<file path="src/rtl/pipo_rr_loader_pkg.sv">
// Shared types and helpers for the round-robin PIPO loader and its picker.
package pipo_rr_loader_pkg;

  localparam int MAX_N = 8;

  typedef enum logic {
    IDLE = 1'b0,
    HOLD = 1'b1
  } state_t;

  // Index width for n items, never narrower than one bit
  function automatic int idx_w(input int n);
    return (n > 1) ? $clog2(n) : 1;
  endfunction

  function automatic logic [MAX_N-1:0] onehot(input logic [2:0] idx);
    logic [MAX_N-1:0] v;
    v = '0;
    v[idx] = 1'b1;
    return v;
  endfunction

endpackage

</file>
<file path="src/rtl/pipo_rr_loader_rr_pick.sv">
// Combinational rotate-priority picker: first set request at or after ptr, wrapping.
module pipo_rr_loader_rr_pick #(
  parameter int N     = 4,
  parameter int IDX_W = 2
) (
  input  logic [N-1:0]     req,
  input  logic [IDX_W-1:0] ptr,
  output logic [IDX_W-1:0] g,
  output logic             any_req
);

  logic [N-1:0]     w_rot;
  logic [IDX_W-1:0] w_idx [N];

  for (genvar gi = 0; gi < N; gi++) begin : g_rot
    logic [IDX_W:0] w_sum;
    // ptr is always below N, so one conditional subtract wraps the sum
    assign w_sum       = {1'b0, ptr} + (IDX_W+1)'(gi);
    assign w_idx[gi]   = (w_sum >= (IDX_W+1)'(N)) ? IDX_W'(w_sum - (IDX_W+1)'(N))
                                                  : w_sum[IDX_W-1:0];
    assign w_rot[gi]   = req[w_idx[gi]];
  end

  always_comb begin
    g       = ptr;
    any_req = |req;
    for (int k = N - 1; k >= 0; k--) begin
      if (w_rot[k]) g = w_idx[k];
    end
  end

endmodule

</file>
<file path="src/rtl/pipo_rr_loader.sv">
// Round-robin loader sharing one W-bit PIPO register among N requesters;
// grants, loads the winner's word, then holds it until the consumer releases it.
module pipo_rr_loader
  import pipo_rr_loader_pkg::*;
#(
  parameter int N        = 4,
  parameter int W        = 4,
  parameter int MIN_HOLD = 2,
  localparam int IDX_W   = idx_w(N)
) (
  input  logic             clk,
  input  logic             rst,
  input  logic [N-1:0]     req,
  input  logic [N*W-1:0]   req_data,
  input  logic             consume,
  output logic [N-1:0]     ack,
  output logic [W-1:0]     po,
  output logic             po_valid,
  output logic [IDX_W-1:0] owner
);

  localparam int             CNT_W   = idx_w(MIN_HOLD);
  localparam logic [CNT_W-1:0] CNT_MAX = CNT_W'(MIN_HOLD - 1);

  state_t           r_state, w_state_next;
  logic [IDX_W-1:0] r_ptr, w_ptr_next;
  logic [CNT_W-1:0] r_cnt, w_cnt_next;
  logic [W-1:0]     r_po, w_po_next;
  logic             r_po_valid, w_po_valid_next;
  logic [N-1:0]     r_ack, w_ack_next;
  logic [IDX_W-1:0] r_owner, w_owner_next;

  logic [IDX_W-1:0] w_g;
  logic             w_any_req;
  logic [W-1:0]     w_words [N];

  for (genvar gi = 0; gi < N; gi++) begin : g_words
    assign w_words[gi] = req_data[gi*W +: W];
  end

  pipo_rr_loader_rr_pick #(.N(N), .IDX_W(IDX_W)) u_pick (
    .req     (req),
    .ptr     (r_ptr),
    .g       (w_g),
    .any_req (w_any_req)
  );

  always_comb begin
    w_state_next    = r_state;
    w_ptr_next      = r_ptr;
    w_cnt_next      = r_cnt;
    w_po_next       = r_po;
    w_po_valid_next = r_po_valid;
    w_ack_next      = '0;
    w_owner_next    = r_owner;
    unique case (r_state)
      IDLE: begin
        if (w_any_req) begin
          w_po_next       = w_words[w_g];
          w_owner_next    = w_g;
          w_ack_next      = N'(onehot(3'(w_g)));
          w_po_valid_next = 1'b1;
          w_ptr_next      = (w_g == IDX_W'(N - 1)) ? '0 : w_g + 1'b1;
          w_cnt_next      = '0;
          w_state_next    = HOLD;
        end
      end
      HOLD: begin
        if (r_cnt != CNT_MAX) w_cnt_next = r_cnt + 1'b1;
        // Release only once the minimum hold has elapsed; po keeps its word
        if (consume && (r_cnt == CNT_MAX)) begin
          w_po_valid_next = 1'b0;
          w_state_next    = IDLE;
        end
      end
      default: w_state_next = IDLE;
    endcase
  end

  always_ff @(posedge clk) begin
    if (rst) begin
      r_state    <= IDLE;
      r_ptr      <= '0;
      r_cnt      <= '0;
      r_po       <= '0;
      r_po_valid <= 1'b0;
      r_ack      <= '0;
      r_owner    <= '0;
    end else begin
      r_state    <= w_state_next;
      r_ptr      <= w_ptr_next;
      r_cnt      <= w_cnt_next;
      r_po       <= w_po_next;
      r_po_valid <= w_po_valid_next;
      r_ack      <= w_ack_next;
      r_owner    <= w_owner_next;
    end
  end

  assign ack      = r_ack;
  assign po       = r_po;
  assign po_valid = r_po_valid;
  assign owner    = r_owner;

endmodule
</file>
<file path="config.mk">
export PLATFORM = sky130hd
export DESIGN_NAME = pipo_rr_loader
export DESIGN_NICKNAME = d
export VERILOG_FILES = /design/src/rtl/pipo_rr_loader_pkg.sv /design/src/rtl/pipo_rr_loader_rr_pick.sv /design/src/rtl/pipo_rr_loader.sv
export SDC_FILE = /design/constraint.sdc
export NUM_CORES = 1
export LEC_CHECK = 0
export CAP_MARGIN = 20
export CORE_MARGIN = 4
export CORE_UTILIZATION = 55
export DETAILED_ROUTE_END_ITERATION = 7
export DONT_BUFFER_PORTS = 1
export MAX_ROUTING_LAYER = met4
export PLACE_DENSITY = 0.67
export SETUP_SLACK_MARGIN = 0.4
export SYNTH_ARGS = -nofsm -noshare
export SYNTH_HDL_FRONTEND = slang
export SYNTH_SLANG_ARGS = --single-unit
</file>
<file path="constraint.sdc">
create_clock -name clk -period 2.51 [get_ports clk]
set_clock_uncertainty 0.15 [all_clocks]
set_input_delay 0.502 -clock clk [delete_from_list [all_inputs] [get_ports clk]]
set_output_delay 0.502 -clock clk [all_outputs]
set_load 0.005 [all_outputs]
</file>
== Word-level counts from Yosys, hierarchy flattened ==
Cells that the tools add are included.

* Input bits: 23
* Word-level logic and storage cells: 70
* Bits in registers: 15
* Output and inout bits: 11

* $add $sub $neg: 9
* Mux-type cells: 31
* Bitwise gates (word level): 3
* Reductions and logical operators: 6
* Eq/ne operators: 3
* $lt $le $gt $ge: 11

{| class="wikitable"
|+ Operators with widths
! operator !! number
|-
| 2-to-1 mux 2 bit || 9
|-
| >= comparator 3 bit, second input constant || 4
|-
| less-than comparator 2 x 3 -> 1 bit, second input constant || 4
|-
| 2-to-1 mux 1 bit || 11
|-
| binary-select mux 1 bit (select 2 bit) || 4
|-
| binary-select mux 4 bit (select 2 bit) || 1
|-
| 2-to-1 mux 4 bit || 2
|-
| subtractor 2 x 1 -> 2 bit, second input constant || 4
|-
| adder 2 x 2 -> 3 bit, second input constant || 2
|-
| case mux 1 bit (2 select lines) || 3
|-
| less-than comparator 2 x 4 -> 1 bit, second input constant || 1
|-
| inequality test 2 x 1 -> 1 bit, second input constant || 2
|-
| AND reduction 2 bit || 2
|-
| OR reduction 4 bit || 1
|-
| adder 2 x 1 -> 3 bit, second input constant || 1
|-
| >= comparator 2 x 3 -> 1 bit, second input constant || 1
|-
| inverter 2 -> 3 bit || 1
|-
| OR reduction 3 bit || 1
|-
| adder 2 x 1 -> 2 bit, second input constant || 1
|-
| demux 1 bit (select 2 bit) || 1
|-
| equality test 2 bit, second input constant || 1
|-
| >= comparator 2 x 1 -> 1 bit, second input constant || 1
|-
| logical AND 1 bit || 2
|-
| inverter 1 bit || 2
|-
| adder 1 bit, second input constant || 1
|}

== Longest topological paths before layout ==
* Word-level depth: 13
* Depth in mapped cells: 7
* Gate-level depth less buffers: 7

== Modules after synthesis ==
Synthesis repeated with hierarchy kept, for this count alone.

* Cells, all modules: 84
* Area, all modules: 758.2 µm²

{| class="wikitable"
|+ Modules (own cells, without submodules)
! module !! times used !! cells each !! seq. area each (µm²) !! area an instance (µm²)
|-
| pipo_rr_loader || 1 || 68 || 300.3 || 658.1
|-
| pipo_rr_loader_rr_pick || 1 || 16 || 0.0 || 100.1
|}

== Worst setup path before layout ==
No wires, ideal clock.

* Path type: input-to-reg
* Start point: input port req[0]
* End point: register r_ptr[1]
* Path buffers: 1
* Required time: 2.230 ns
* Stages: 7
* Setup slack: 0.571 ns
* Data arrival time: 1.659 ns
* Library setup time: 0.130 ns
* Cells stage by stage: nor2b_1 > o21ba_1 > a211oi_2 > buf_6 > ha_1 > nand2_1 > a21oi_1

* Longest elaborated chain between the ends: 8
* Elaborated cells between the ends (all ways): 17
* Those cells by class: add/sub: 1; eq/ne: 1; mux: 13; reduce/logical: 2

{| class="wikitable"
|+ RTL lines
! what !! line !! source
|-
| start: declaration || pipo_rr_loader.sv:13 || <nowiki>input logic [N-1:0] req,</nowiki>
|-
| binary-select mux 1 bit (select 2 bit) || pipo_rr_loader_rr_pick.sv:21 || <nowiki>assign w_rot[gi] = req[w_idx[gi]];</nowiki>
|-
| 2-to-1 mux 1 bit (not written as such) || pipo_rr_loader_rr_pick.sv:21 ||
|-
| 2-to-1 mux 2 bit (4 in series) || pipo_rr_loader_rr_pick.sv:28 || <nowiki>if (w_rot[k]) g = w_idx[k];</nowiki>
|-
| adder 2 x 1 -> 2 bit / equality test 2 bit (equally long branches) || pipo_rr_loader.sv:63 || <nowiki>w_ptr_next = (w_g == IDX_W'(N - 1)) ? '0 : w_g + 1'b1;</nowiki>
|-
| 2-to-1 mux 2 bit || pipo_rr_loader.sv:63 ||
|-
| end signal: assignment || pipo_rr_loader.sv:91 || <nowiki>r_ptr <= w_ptr_next;</nowiki>
|-
| end: declaration || pipo_rr_loader.sv:26 || <nowiki>logic [IDX_W-1:0] r_ptr, w_ptr_next;</nowiki>
|}

Several ways; a longest one is shown, not always the timed one. The select of a mux whose other input is x is not followed.
A chain may end at the register's enable or synchronous reset.

== Worst setup path in the final report ==
* Start point: register r_ptr[0]
* End point: register r_po[0] (netlist: po[0])

* Longest elaborated chain between the ends: 13
* Elaborated cells between the ends (all ways): 31
* Those cells by class: add/sub: 7; order compare: 4; mux: 19; bitwise: 1

{| class="wikitable"
|+ RTL lines
! what !! line !! source
|-
| adder 2 x 2 -> 3 bit || pipo_rr_loader_rr_pick.sv:18 || <nowiki>assign w_sum = {1'b0, ptr} + (IDX_W+1)'(gi);</nowiki>
|-
| >= comparator 3 bit / subtractor 2 x 1 -> 2 bit (equally long branches) || pipo_rr_loader_rr_pick.sv:19 || <nowiki>assign w_idx[gi] = (w_sum >= (IDX_W+1)'(N)) ? IDX_W'(w_sum - (IDX_W+1)'(N))</nowiki>
|-
| 2-to-1 mux 2 bit || pipo_rr_loader_rr_pick.sv:19 ||
|-
| binary-select mux 1 bit (select 2 bit) || pipo_rr_loader_rr_pick.sv:21 ||
|-
| 2-to-1 mux 1 bit (not written as such) || pipo_rr_loader_rr_pick.sv:21 ||
|-
| 2-to-1 mux 2 bit (3 in series) || pipo_rr_loader_rr_pick.sv:28 ||
|-
| 2-to-1 mux 2 bit (*) || pipo_rr_loader_rr_pick.sv:28 ||
|-
| inverter 2 -> 3 bit (not written as such) (*) || pipo_rr_loader.sv:59 || <nowiki>w_po_next = w_words[w_g];</nowiki>
|-
| binary-select mux 4 bit (select 2 bit) (*) || pipo_rr_loader.sv:59 ||
|-
| 2-to-1 mux 4 bit (not written as such) (*) (2 in series) || pipo_rr_loader.sv:59 ||
|-
| end signal: assignment || pipo_rr_loader.sv:93 || <nowiki>r_po <= w_po_next;</nowiki>
|-
| end: declaration || pipo_rr_loader.sv:28 || <nowiki>logic [W-1:0] r_po, w_po_next;</nowiki>
|}

Mark *: on every way between the ends. The rest lies on a longest branch, timed or not. The select of a mux whose other input is x is not followed.

==> results.cfg <==
[run_status]
outcome = finished, final reports clean

[clock_network]
post-cts-setup-buffers = 0
cts_buffers = 3
clockBufferDepth = 2
clkTransAtPathRegs_ps = 80
cts_htree_levels = 1
cts_root_buf = clkbuf_4
clock_latency_ps = 270
cts_sinks = 15
cts_resized = 0
cts_hold_buffers = 0
cts_tree = built

[routing]
dr_total_vias = 581
drt-total-wl_um = 1480
viasPerCell = 5.81
final_antenna_net_count = 0
met3_length_um = 135
first_pass_iters = 2
drc = 0
wl_met2_um = 706
first_iter_violations = 2
top_layer_used = met4
wirelength_met1_um = 627
avgRoutedWirePerCell_um = 14.8

[floorplanning]
ios = 34
initial_core_util = 0.595
rows = 13
die-area_um2 = 2090
die_y_um = 45.8
core_region_area_um2 = 1320
dieWidth_um = 45.8

[setup_path]
slowest_stage = dfxtp_1
crit_required_ps = 2520
path_max_fanout = 13
reg2reg_depth = 6
setup.worst_path.start = r_ptr[0]
cp-start-kind = register
crit_chain = nor2b_1 -> o21ba_1 -> a211oi_2 -> buf_4 -> mux2i_1 -> o221ai_2
cp_slowest_stage_delay_ps = 430
endpoint_kind = register
ff2ff_setup_slack_ps = 720
r2r-end = po[0]
cp.arrival_ps = 1800
r2r_start = r_ptr[0]
crit_type = reg2reg

[final_layout]
nNetsFinal = 113
finalNonFillerCells = 100
final.fill_count = 120
final_util = 0.626
drive_gt1_frac = 0.141
area_growth_pct = 5.10
antenna_cells = 0

[sta]
setup_tns_ps = 0
slew_headroom = 0.642
fmax_mhz = 558
finalCritPeriodShare = 0.713
finalSetupViolCount = 0
tightest_slew_ps = 533
fin_crit_ps = 1790
hold_viol = 0
rsz0062_at_grt = false
holdWs_ps = 138
slew_violations = 0

[logic_synthesis]
syn-num-nets = 109
seq_area_frac_synth = 0.383
ys_types = 29
postSynthCellCount = 82
synth_seq_cells = 15
synth_area_um2 = 785
syn_avg_cell_area_um2 = 9.57
yosys_warnings = 0

[global_route]
overflow = 0
grt_pass1_vias = 559
antenna_found_initial = 0
track_usage = 0.162
grt_pass1_wl_um = 2390
grt_start_max_net_pins = 14

[placement]
gp_congestion = 0.695
dpl.cell_count = 96
portBuffers = 0
dp_hpwl_um = 1150

[power]
p_sw_mw = 0.150
combinationalPowerShare = 0.218
intPower_mw = 0.378
ir_worst_vdd_mv = 0.414
pwr-share-clk = 0.248
p_sw_frac = 0.284
power_leakage_nw = 0.340
seqPwrFrac = 0.534
powerDensity_nw_per_um2 = 639

[worst_hold_path]
min_from = rst
holdPathEnd = r_ptr[1]
holdPathStages = 1
min_path_type = in2reg

[job]
drv_cap = 0
[per-stage QoR]
step / total power, mW / instance area (um2) / setup slack, ps
floorplan: 0.386 / 785 / 571
global placement: 0.402 / 798 / 592
detailed placement: 0.404 / 798 / 577
CTS: 0.535 / 825 / 704
global route: 0.560 / 825 / 562
finish: 0.527 / 825 / 719
[worst max path at each step]
stage,endpoint,slack [ps],depth (start not counted)
2_1_floorplan,r_ptr[1],570,7
3_3_place_gp,po[3],590,6
3_5_place_dp,po[3],580,6
4_1_cts,po[3],700,6
5_1_grt,r_ptr[1],560,7
6_report,po[0],720,6
[power groups by stage]
stage | Combinational [mW] | Clock, mW | Sequential [mW]
after floorplan | 0.105 | 0 | 0.281
after global placement | 0.115 | 0 | 0.287
after detailed placement | 0.117 | 0 | 0.287
after CTS | 0.117 | 0.136 | 0.282
after global routing | 0.130 | 0.146 | 0.285
final | 0.115 | 0.131 | 0.281
[worst max-delay path, delay by kind of cell, from the launching register on]
kind / cells / cell delay, ps
mux: 1 / 250
buf+inv: 1 / 250
flops: 1 / 430
simple gates: 1 / 90
compound gates: 3 / 500
[cell type report]
type / instances / area (um2) / area share
inverter: 4 / 15.0 / 0.0182
tap: 15 / 18.8 / 0.0228
clock buffer: 4 / 26.3 / 0.0319
timing repair buffer: 2 / 15.0 / 0.0182
sequential: 15 / 300 / 0.364
multi-input combinational: 60 / 449 / 0.545
[per-layer routing]
metal  track usage  up-vias
li1              -      301
met1         0.194      257
met2         0.248       21
met3        0.0632        2
met4        0.0511        0
met5             -        -
[registers in the layout, indices dropped and copies added (netlist names)]
name and count:
ack 4, r_cnt 1, po 4, r_ptr 2, po_valid 1, owner 2
r_state 1
[kinds of logic (layout without fill, tap and decap cells)]
logic type,Yosys count,count (layout),share of synthesized area
and+or+nand+nor,30,30,0.201
DFF,15,15,0.383
muxes,8,8,0.102
adders and majority gates,4,4,0.0638
buffers and inverters,7,10,0.0446
AOI/OAI and AO/OA,18,18,0.206
[cells in the mapped netlist]
master | n | share of area
o21ba_1 | 1 | 0.013
nand2_2 | 1 | 0.0080
ha_1 | 4 | 0.064
o22ai_1 | 1 | 0.0080
o221ai_2 | 4 | 0.077
nand3b_1 | 4 | 0.038
or2_1 | 1 | 0.0080
a211o_1 | 1 | 0.011
inv_2 | 1 | 0.0048
nor3b_1 | 1 | 0.0096
mux2i_1 | 8 | 0.10
buf_2 | 1 | 0.0064
a211oi_1 | 1 | 0.0096
a21o_1 | 1 | 0.0096
inv_1 | 3 | 0.014
o211ai_1 | 1 | 0.0096
nor2_1 | 5 | 0.024
a211oi_2 | 1 | 0.016
nor2b_1 | 3 | 0.024
a311oi_1 | 1 | 0.011
nand2_1 | 9 | 0.043
nand3_1 | 1 | 0.0064
o21bai_1 | 1 | 0.0096
buf_6 | 1 | 0.014
dfxtp_1 | 15 | 0.38
clkbuf_1 | 1 | 0.0048
and2_1 | 4 | 0.032
nor4_1 | 1 | 0.0080
a21oi_1 | 5 | 0.032
[placed cells by master, fill, tap and decap left out]
cell | netlist | routed
a211o_1 | 1 | 1
a211oi_1 | 1 | 1
a211oi_2 | 1 | 1
a21o_1 | 1 | 1
a21oi_1 | 5 | 5
a311oi_1 | 1 | 1
and2_1 | 4 | 4
buf_4 | 0 | 2
clkbuf_1 | 1 | 1
clkbuf_4 | 0 | 3
dfxtp_1 | 15 | 15
ha_1 | 4 | 4
inv_1 | 3 | 3
inv_2 | 1 | 1
mux2i_1 | 8 | 8
nand2_1 | 9 | 9
nand2_2 | 1 | 1
nand3_1 | 1 | 1
nand3b_1 | 4 | 4
nor2_1 | 5 | 5
nor2b_1 | 3 | 3
nor3b_1 | 1 | 1
nor4_1 | 1 | 1
o211ai_1 | 1 | 1
o21ba_1 | 1 | 1
o21bai_1 | 1 | 1
o221ai_2 | 4 | 4
o22ai_1 | 1 | 1
or2_1 | 1 | 1
(Power assumes the default switching activity.)
